$ cat src/rtl/eth_pkg.sv
// Shared Ethernet/IPv4 constants and helpers for the RX classification path.
package eth_pkg;

  localparam int unsigned ETH_HDR_LEN = 14;
  localparam int unsigned IP_HDR_LEN  = 20;
  localparam int unsigned HDR_BYTES   = ETH_HDR_LEN + IP_HDR_LEN;

  localparam logic [15:0] ETH_TYPE_ARP  = 16'h0806;
  localparam logic [15:0] ETH_TYPE_IP   = 16'h0800;
  localparam logic [7:0]  IP_PROTO_UDP  = 8'h11;
  localparam logic [7:0]  IP_PROTO_ICMP = 8'h01;
  localparam logic [7:0]  IP_VER_IHL    = 8'h45;
  localparam logic [47:0] MAC_BCAST     = 48'hFFFF_FFFF_FFFF;

  localparam logic [2:0] RTYPE_NONE = 3'b000;
  localparam logic [2:0] RTYPE_ARP  = 3'b001;
  localparam logic [2:0] RTYPE_UDP  = 3'b010;
  localparam logic [2:0] RTYPE_ICMP = 3'b100;

  // Byte idx (0 = first on the wire) of a 48-bit MAC address.
  function automatic logic [7:0] mac_byte(input logic [47:0] mac, input logic [2:0] idx);
    return 8'(mac >> (8 * (5 - 32'(idx))));
  endfunction

endpackage

$ cat src/rtl/eth_hdr_buf.sv
// 20-byte write-once header store, replayed in order after classification.
module eth_hdr_buf
  import eth_pkg::*;
(
  input  logic        clk,
  input  logic        rst_n,
  input  logic        clr,
  input  logic        wr_en,
  input  logic [7:0]  wr_data,
  input  logic        wr_last,
  input  logic        rd_en,
  output logic [7:0]  rd_data,
  output logic [4:0]  rd_idx,
  output logic        hdr_last,
  output logic [7:0]  ver_ihl,
  output logic [7:0]  proto,
  output logic [31:0] dst_ip
);

  localparam int unsigned IDX_W = 5;

  logic [IP_HDR_LEN-1:0][7:0] mem;
  logic [IDX_W-1:0]           wr_idx;

  always_ff @(posedge clk or negedge rst_n) begin
    if (!rst_n) begin
      mem      <= '0;
      wr_idx   <= '0;
      rd_idx   <= '0;
      hdr_last <= 1'b0;
    end else if (clr) begin
      wr_idx   <= '0;
      rd_idx   <= '0;
      hdr_last <= 1'b0;
    end else begin
      if (wr_en && (wr_idx < IDX_W'(IP_HDR_LEN))) begin
        mem[wr_idx] <= wr_data;
        wr_idx      <= wr_idx + IDX_W'(1);
        if (wr_idx == IDX_W'(IP_HDR_LEN - 1)) hdr_last <= wr_last;
      end
      if (rd_en && (rd_idx < IDX_W'(IP_HDR_LEN))) rd_idx <= rd_idx + IDX_W'(1);
    end
  end

  // rd_idx points at the next byte to load into the output register.
  assign rd_data = (rd_idx < IDX_W'(IP_HDR_LEN)) ? mem[rd_idx] : 8'h00;
  assign ver_ihl = mem[0];
  assign proto   = mem[9];
  assign dst_ip  = {mem[16], mem[17], mem[18], mem[19]};

endmodule

$ cat src/rtl/eth_rx_classify.sv
// Strips the Ethernet header, filters ARP/UDP/ICMP for this host, re-emits from L3 onward.
module eth_rx_classify
  import eth_pkg::*;
#(
  parameter logic [31:0] LOCAL_IP  = 32'hC0A8_006E,
  parameter logic [47:0] LOCAL_MAC = 48'hABCD_1234_5678
) (
  input  logic        logic_clk,
  input  logic        logic_rstn,
  input  logic [7:0]  mac_rdata_in,
  input  logic        mac_rvalid_in,
  output logic        mac_rready_out,
  input  logic        mac_rlast_in,
  output logic [7:0]  net_rdata_out,
  output logic        net_rvalid_out,
  input  logic        net_rready_in,
  output logic        net_rlast_out,
  output logic [2:0]  net_rtype_out,
  output logic [15:0] drop_cnt_out
);

  localparam int unsigned CNT_W = 6;
  localparam int unsigned RD_W  = 5;
  localparam logic [CNT_W-1:0] ETH_LAST_IDX = CNT_W'(ETH_HDR_LEN - 1);
  localparam logic [CNT_W-1:0] HDR_LAST_IDX = CNT_W'(HDR_BYTES - 1);

  typedef enum logic [2:0] {
    IDLE, ETH_HDR, L3_HDR, DECIDE, HDR_OUT, PAYLOAD, DROP
  } state_e;

  state_e           state_q, state_d;
  logic [CNT_W-1:0] cnt_q, cnt_d;
  logic             ucast_q, bcast_q;
  logic [15:0]      etype_q;
  logic [7:0]       out_data_q, out_data_d;
  logic             out_valid_q, out_valid_d;
  logic             out_last_q, out_last_d;
  logic [2:0]       rtype_q, rtype_d;
  logic             rready_q, rready_d;
  logic [15:0]      drop_cnt_q;
  logic             drop_inc;
  logic             buf_wr, buf_rd, buf_clr;

  logic [7:0]       buf_rd_data, buf_ver_ihl, buf_proto;
  logic [RD_W-1:0]  buf_rd_idx;
  logic             buf_hdr_last;
  logic [31:0]      buf_dst_ip;

  logic             mac_acc_c, net_hs_c, mac_ok_c, ip_ok_c;
  logic [2:0]       rtype_sel_c;

  eth_hdr_buf u_hdr_buf (
    .clk      (logic_clk),
    .rst_n    (logic_rstn),
    .clr      (buf_clr),
    .wr_en    (buf_wr),
    .wr_data  (mac_rdata_in),
    .wr_last  (mac_rlast_in),
    .rd_en    (buf_rd),
    .rd_data  (buf_rd_data),
    .rd_idx   (buf_rd_idx),
    .hdr_last (buf_hdr_last),
    .ver_ihl  (buf_ver_ihl),
    .proto    (buf_proto),
    .dst_ip   (buf_dst_ip)
  );

  // Payload is a straight pass-through; everything else comes from registers.
  assign mac_rready_out = (state_q == PAYLOAD) ? net_rready_in : rready_q;
  assign net_rdata_out  = (state_q == PAYLOAD) ? mac_rdata_in  : out_data_q;
  assign net_rvalid_out = (state_q == PAYLOAD) ? mac_rvalid_in : out_valid_q;
  assign net_rlast_out  = (state_q == PAYLOAD) ? mac_rlast_in  : out_last_q;
  assign net_rtype_out  = rtype_q;
  assign drop_cnt_out   = drop_cnt_q;

  assign mac_acc_c = mac_rvalid_in & mac_rready_out;
  assign net_hs_c  = net_rvalid_out & net_rready_in;
  assign mac_ok_c  = ucast_q | bcast_q;
  assign ip_ok_c   = mac_ok_c && (etype_q == ETH_TYPE_IP) &&
                     (buf_ver_ihl == IP_VER_IHL) && (buf_dst_ip == LOCAL_IP);

  always_comb begin
    rtype_sel_c = RTYPE_NONE;
    if (mac_ok_c && (etype_q == ETH_TYPE_ARP)) rtype_sel_c = RTYPE_ARP;
    else if (ip_ok_c && (buf_proto == IP_PROTO_UDP)) rtype_sel_c = RTYPE_UDP;
    else if (ip_ok_c && (buf_proto == IP_PROTO_ICMP)) rtype_sel_c = RTYPE_ICMP;
  end

  always_ff @(posedge logic_clk or negedge logic_rstn) begin
    if (!logic_rstn) state_q <= IDLE;
    else             state_q <= state_d;
  end

  always_comb begin
    state_d     = state_q;
    out_data_d  = out_data_q;
    out_valid_d = out_valid_q;
    out_last_d  = out_last_q;
    rtype_d     = rtype_q;
    drop_inc    = 1'b0;
    buf_wr      = 1'b0;
    buf_rd      = 1'b0;
    case (state_q)
      IDLE: begin
        if (mac_acc_c) begin
          if (mac_rlast_in) drop_inc = 1'b1;
          else              state_d  = ETH_HDR;
        end
      end
      ETH_HDR: begin
        if (mac_acc_c) begin
          if (mac_rlast_in) begin
            drop_inc = 1'b1;
            state_d  = IDLE;
          end else if (cnt_q == ETH_LAST_IDX) begin
            state_d = L3_HDR;
          end
        end
      end
      L3_HDR: begin
        if (mac_acc_c) begin
          buf_wr = 1'b1;
          if (cnt_q == HDR_LAST_IDX) begin
            state_d = DECIDE;
          end else if (mac_rlast_in) begin
            drop_inc = 1'b1;
            state_d  = IDLE;
          end
        end
      end
      DECIDE: begin
        if (rtype_sel_c != RTYPE_NONE) begin
          state_d     = HDR_OUT;
          rtype_d     = rtype_sel_c;
          out_valid_d = 1'b1;
          out_data_d  = buf_rd_data;
          out_last_d  = 1'b0;
          buf_rd      = 1'b1;
        end else begin
          drop_inc = 1'b1;
          state_d  = buf_hdr_last ? IDLE : DROP;
        end
      end
      HDR_OUT: begin
        if (net_hs_c) begin
          if (buf_rd_idx == RD_W'(IP_HDR_LEN)) begin
            out_valid_d = 1'b0;
            out_last_d  = 1'b0;
            out_data_d  = 8'h00;
            state_d     = buf_hdr_last ? IDLE : PAYLOAD;
          end else begin
            out_data_d = buf_rd_data;
            out_last_d = buf_hdr_last && (buf_rd_idx == RD_W'(IP_HDR_LEN - 1));
            buf_rd     = 1'b1;
          end
        end
      end
      PAYLOAD: begin
        if (mac_acc_c && mac_rlast_in) state_d = IDLE;
      end
      DROP: begin
        if (mac_acc_c && mac_rlast_in) state_d = IDLE;
      end
      default: state_d = IDLE;
    endcase
    if (state_d == IDLE) rtype_d = RTYPE_NONE;
  end

  // Input ready is registered from the next state; payload overrides it combinationally.
  assign rready_d = (state_d == IDLE) || (state_d == ETH_HDR) ||
                    (state_d == L3_HDR) || (state_d == DROP);
  assign buf_clr  = (state_d == IDLE);
  assign cnt_d    = (state_d == IDLE) ? '0 :
                    (mac_acc_c && (cnt_q != HDR_LAST_IDX)) ? cnt_q + CNT_W'(1) : cnt_q;

  always_ff @(posedge logic_clk or negedge logic_rstn) begin
    if (!logic_rstn) begin
      cnt_q       <= '0;
      ucast_q     <= 1'b0;
      bcast_q     <= 1'b0;
      etype_q     <= '0;
      out_data_q  <= '0;
      out_valid_q <= 1'b0;
      out_last_q  <= 1'b0;
      rtype_q     <= RTYPE_NONE;
      rready_q    <= 1'b0;
      drop_cnt_q  <= '0;
    end else begin
      cnt_q       <= cnt_d;
      out_data_q  <= out_data_d;
      out_valid_q <= out_valid_d;
      out_last_q  <= out_last_d;
      rtype_q     <= rtype_d;
      rready_q    <= rready_d;
      if (drop_inc && (drop_cnt_q != 16'hFFFF)) drop_cnt_q <= drop_cnt_q + 16'd1;
      // Destination MAC matching runs against both targets in parallel.
      if (mac_acc_c && (state_q == IDLE)) begin
        ucast_q <= (mac_rdata_in == mac_byte(LOCAL_MAC, 3'd0));
        bcast_q <= (mac_rdata_in == mac_byte(MAC_BCAST, 3'd0));
      end else if (mac_acc_c && (state_q == ETH_HDR)) begin
        if (cnt_q < CNT_W'(6)) begin
          ucast_q <= ucast_q & (mac_rdata_in == mac_byte(LOCAL_MAC, cnt_q[2:0]));
          bcast_q <= bcast_q & (mac_rdata_in == mac_byte(MAC_BCAST, cnt_q[2:0]));
        end
        if (cnt_q == CNT_W'(12)) etype_q[15:8] <= mac_rdata_in;
        if (cnt_q == CNT_W'(13)) etype_q[7:0]  <= mac_rdata_in;
      end
    end
  end

endmodule
$ cat config.mk
export PLATFORM = sky130hd
export DESIGN_NAME = eth_rx_classify
export DESIGN_NICKNAME = d
export VERILOG_FILES = /design/src/rtl/eth_pkg.sv /design/src/rtl/eth_hdr_buf.sv /design/src/rtl/eth_rx_classify.sv
export SDC_FILE = /design/constraint.sdc
export NUM_CORES = 1
export LEC_CHECK = 0
export BUFFER_PORTS_ARGS = -buffer_cell sky130_fd_sc_hd__buf_2
export CAP_MARGIN = 25
export CORE_AREA = 2 2 204 206
export DETAILED_ROUTE_END_ITERATION = 12
export DIE_AREA = 0 0 206 208
export PLACE_DENSITY = 0.56
export SYNTH_ARGS = -nofsm -noshare
export SYNTH_HDL_FRONTEND = slang
export SYNTH_SLANG_ARGS = --single-unit
$ cat constraint.sdc
create_clock -name logic_clk -period 6.6 [get_ports logic_clk]
set_input_delay 0.33 -clock logic_clk [delete_from_list [all_inputs] [get_ports logic_clk]]
set_output_delay 0.33 -clock logic_clk [all_outputs]
set_load 0.05 [all_outputs]
==> impl_metrics.csv <==
group,metric,value,unit
global_route,antenna_violations_before_repair,1,
global_route,first_global_vias,7303,
sta,clock.fmax,0.262,GHz
place,cell_count_after_placement,1372,
logic_synthesis,synthDistinctLibCells,63,
logic_synthesis,syn_area_per_cell,14.3,um2
place,detailedPlacementHpwl,19200,um
logic_synthesis,ys_warn_count,0,
critical_path,reg2regPathDepth,8,
critical_path,terminus_of_the_critical_flop_to_flop_path,"u_hdr_buf.mem[120]$_DFFE_PN0P_",
critical_path,timing_worst_setup_path_type,"reg2reg",
place,gp_congestion,0.863,
critical_path,worstSetupEndpointType,"flip-flop",
floorplan,initial_util,29.7,%
sta,tmin_final,3810,ps
sta,setup_tns,0,ps
worst_hold_path,min_path_cells,4,
place,place_worst_setup_slack,2770,ps
global_route,grt_pass1_wl,46800,um
drt,vias,7151,
clock_tree,cts.repair_timing.setup_buffer_count,0,
flow_run,max_cap_violations,0,
drt,dr.first_iter.drc_count,562,
clock_tree,clockBufferDepth,3,
floorplan,core_region_area,40600,um2
clock_tree,worst_setup_hold_path_clk_slew,60,ps
clock_tree,clock_latency,560,ps
cells_and_area,drive_above_1_share,40.4,%
global_route,grt_max_degree,84,
logic_synthesis,synthArstFlopShare,100,%
place,place.port_buffers,42,
worst_hold_path,timing.hold.worst_endpoint,"out_valid_q$_DFFE_PN0P_",
cells_and_area,syn_to_final_growth,13.0,%
critical_path,worst-endpoint-arrival,4260,ps
sta,rsz0062_at_grt,"false",
global_route,grt.total_usage,14.2,%
floorplan,floorplan.die.height,208,um
drt,ant_nets,0,
drt,detail_route.vias_per_cell,5.03,
floorplan,floorplan.die_area,42800,um2
clock_tree,numClockSinks,228,
worst_hold_path,hold_path.startpoint,"net_rready_in",
sta,worst_pin_slew,1070,ps
clock_tree,tritoncts,"yes",
cells_and_area,design.final.nets,897,
floorplan,pin_count,43,
logic_synthesis,netlist_instances,845,
critical_path,start_kind,"flip-flop",
sta,share_of_the_cycle_needed_by_the_critical_path_after_routing,57.7,%
sta,setup_viol,0,
pwr,power.ir.vdd_worst,282,uV
pwr,static-leakage-power,6.53,nW
cells_and_area,antenna-diode-count,0,
pwr,power,4.22,mW
critical_path,cp_data_required_time,7050,ps
sta,timing.final.hold_violations,0,
logic_synthesis,sequential_to_total_area_share_from_yosys_stat,47.4,%
sta,postLayoutSetupSlackWorst,2790,ps
critical_path,timing.reg2reg.setup_slack,2790,ps
cells_and_area,post-route-util,33.6,%
clock_tree,cts_root_buffer,"sky130_fd_sc_hd__clkbuf_16",
drt,detail_route.drc_violations,0,
critical_path,rr_startpoint,"state_q[1]$_DFF_PN0_",
drt,finalWirelength,30000,um
drt,wire_per_inst,21.1,um
sta,final-max-slew-violation-count,0,
sta,max-slew-margin-rel,28.4,%
cells_and_area,fin_cells,1422,
clock_tree,inserted_clock_buffers,27,
worst_hold_path,hold_class,"in2reg",
logic_synthesis,synth-main-ff-cell,"sky130_fd_sc_hd__dfrtp_1",
logic_synthesis,synth_area,12000,um2
sta,finalClockSkew,35.5,ps
critical_path,cp_max_fo,14,
clock_tree,htree_levels,1,
drt,first_pass_iters,4,
logic_synthesis,synth_fp_nets,870,
global_route,grt_overflow_total,0,
logic_synthesis,synth_seq_cells,228,
floorplan,fp-row-count,74,
floorplan,die_w,206,um
pwr,powerDensity,310,nW/um2
logic_synthesis,synth_edf_count,0,
outcome,status,"complete, no violations",
-- critical path, cell delays in order, from the launching register on --
cell and delay, ps:
sky130_fd_sc_hd__dfrtp_1 510, sky130_fd_sc_hd__nand3b_1 630, sky130_fd_sc_hd__mux2i_1 530, sky130_fd_sc_hd__nor4b_1 110, sky130_fd_sc_hd__o21ai_0 380, sky130_fd_sc_hd__nor4_2 190, sky130_fd_sc_hd__buf_4 240, sky130_fd_sc_hd__nor3_2 700
sky130_fd_sc_hd__mux2_2 420
-- layer usage --
layer  wire length [um]  share of wire [%]  global-route usage [%]  vias to the layer above
li1                   -                  -                       -                     3188
met1              14500                 48                    21.4                     3765
met2              13500                 45                    21.3                      167
met3               1640                5.5                    2.55                       29
met4                359                1.2                    2.51                        2
met5                 11              0.037                       0                        -
-- logic make-up after synthesis --
| kind of cell | share of synthesized area (%) |
|---|---|
| simple gates | 11.6 |
| mux | 31.3 |
| compound gates | 3.52 |
| flops | 47.4 |
| buf+inv | 2.89 |
| fa+ha+maj | 1.25 |
| xor+xnor | 2.04 |
-- Yosys cell counts, types with 16 or more instances --
cell	n	share of area, %
sky130_fd_sc_hd__nand4_4	18	3.2
sky130_fd_sc_hd__nor3_1	20	0.83
sky130_fd_sc_hd__mux2_4	144	18
sky130_fd_sc_hd__nor2_1	33	1.0
sky130_fd_sc_hd__nand2_1	34	1.1
sky130_fd_sc_hd__dfrtp_1	228	47
sky130_fd_sc_hd__clkbuf_1	24	0.75
sky130_fd_sc_hd__buf_2	16	0.66
sky130_fd_sc_hd__mux4_2	44	8.2
sky130_fd_sc_hd__nand3_1	24	1.0
sky130_fd_sc_hd__xor2_1	18	1.3
sky130_fd_sc_hd__o21ai_0	20	0.83
sky130_fd_sc_hd__mux2_2	43	4.0
-- state kept, by name, indices dropped and copies added, names as in the netlist --
| register | count |
|---|---|
| u_hdr_buf.mem | 112 |
| u_hdr_buf.dst_ip | 32 |
| drop_cnt_out | 16 |
| etype_q | 16 |
| out_data_q | 8 |
| u_hdr_buf.proto | 8 |
| u_hdr_buf.ver_ihl | 8 |
| cnt_q | 6 |
| u_hdr_buf.rd_idx | 5 |
| u_hdr_buf.wr_idx | 5 |
| net_rtype_out | 3 |
| state_q | 3 |
| bcast_q | 1 |
| out_last_q | 1 |
| out_valid_q | 1 |
| rready_q | 1 |
| u_hdr_buf.hdr_last | 1 |
| ucast_q | 1 |
-- cells in the final DEF, fill, tap and decap left out, types with 10 or more instances in the layout --
master and n:
sky130_fd_sc_hd__mux2i_1 11, sky130_fd_sc_hd__xor2_1 18, sky130_fd_sc_hd__nand4_1 11, sky130_fd_sc_hd__nand2_1 34
sky130_fd_sc_hd__nor2_1 32, sky130_fd_sc_hd__clkbuf_16 27, sky130_fd_sc_hd__inv_1 13, sky130_fd_sc_hd__nor3_1 20
sky130_fd_sc_hd__xnor2_1 10, sky130_fd_sc_hd__mux2_4 144, sky130_fd_sc_hd__buf_2 44, sky130_fd_sc_hd__mux2_2 43
sky130_fd_sc_hd__mux4_2 44, sky130_fd_sc_hd__nand4_4 18, sky130_fd_sc_hd__a21oi_1 13, sky130_fd_sc_hd__nand3_1 24
sky130_fd_sc_hd__dfrtp_1 226, sky130_fd_sc_hd__ha_1 12, sky130_fd_sc_hd__o21ai_0 20
-- timing repair --
item                      4_1_cts  5_1_grt
resized for setup               0        0
hold buffers                    1        0
hold endpoints to repair       81        0
-- worst max-delay path by stage --
stage	start	to	slack (ps)	depth (start not counted)
final	state_q[1]$_DFF_PN0_	u_hdr_buf.mem[120]$_DFFE_PN0P_	2790	8
after floorplan	cnt_q[1]$_DFFE_PN0P_	u_hdr_buf.dst_ip[10]$_DFFE_PN0P_	3560	12
after CTS	state_q[1]$_DFF_PN0_	u_hdr_buf.mem[120]$_DFFE_PN0P_	2760	8
after global routing	state_q[1]$_DFF_PN0_	u_hdr_buf.mem[120]$_DFFE_PN0P_	2500	8
after global placement	state_q[1]$_DFF_PN0_	u_hdr_buf.mem[125]$_DFFE_PN0P_	2800	8
after detailed placement	state_q[1]$_DFF_PN0_	u_hdr_buf.mem[120]$_DFFE_PN0P_	2770	8
-- power breakdown --
part | internal [mW] | leakage [nW] | switching (mW)
Combinational | 0.417 | 3.00 | 0.743
Clock | 0.832 | 0.414 | 0.604
Sequential | 1.51 | 3.12 | 0.119
Total | 2.76 | 6.53 | 1.47
-- area by class of cell --
type / count / area, um2
fill: 3980 / 26900
sequential: 228 / 5710
tap: 532 / 666
inverter: 13 / 48.8
timing repair buffer: 56 / 340
clock inverter: 5 / 42.5
clock buffer: 42 / 802
multi-input combinational: 546 / 6000
-- stage by stage --
| step | hold slack (ps) | cell area [um2] |
|---|---|---|
| 2_1_floorplan | 34.4 | 12000 |
| 3_3_place_gp | 377 | 12700 |
| 3_5_place_dp | 374 | 12700 |
| 4_1_cts | 130 | 13600 |
| 5_1_grt | 154 | 13600 |
| 6_report | 150 | 13600 |
Power figures use the tool's default switching activity.
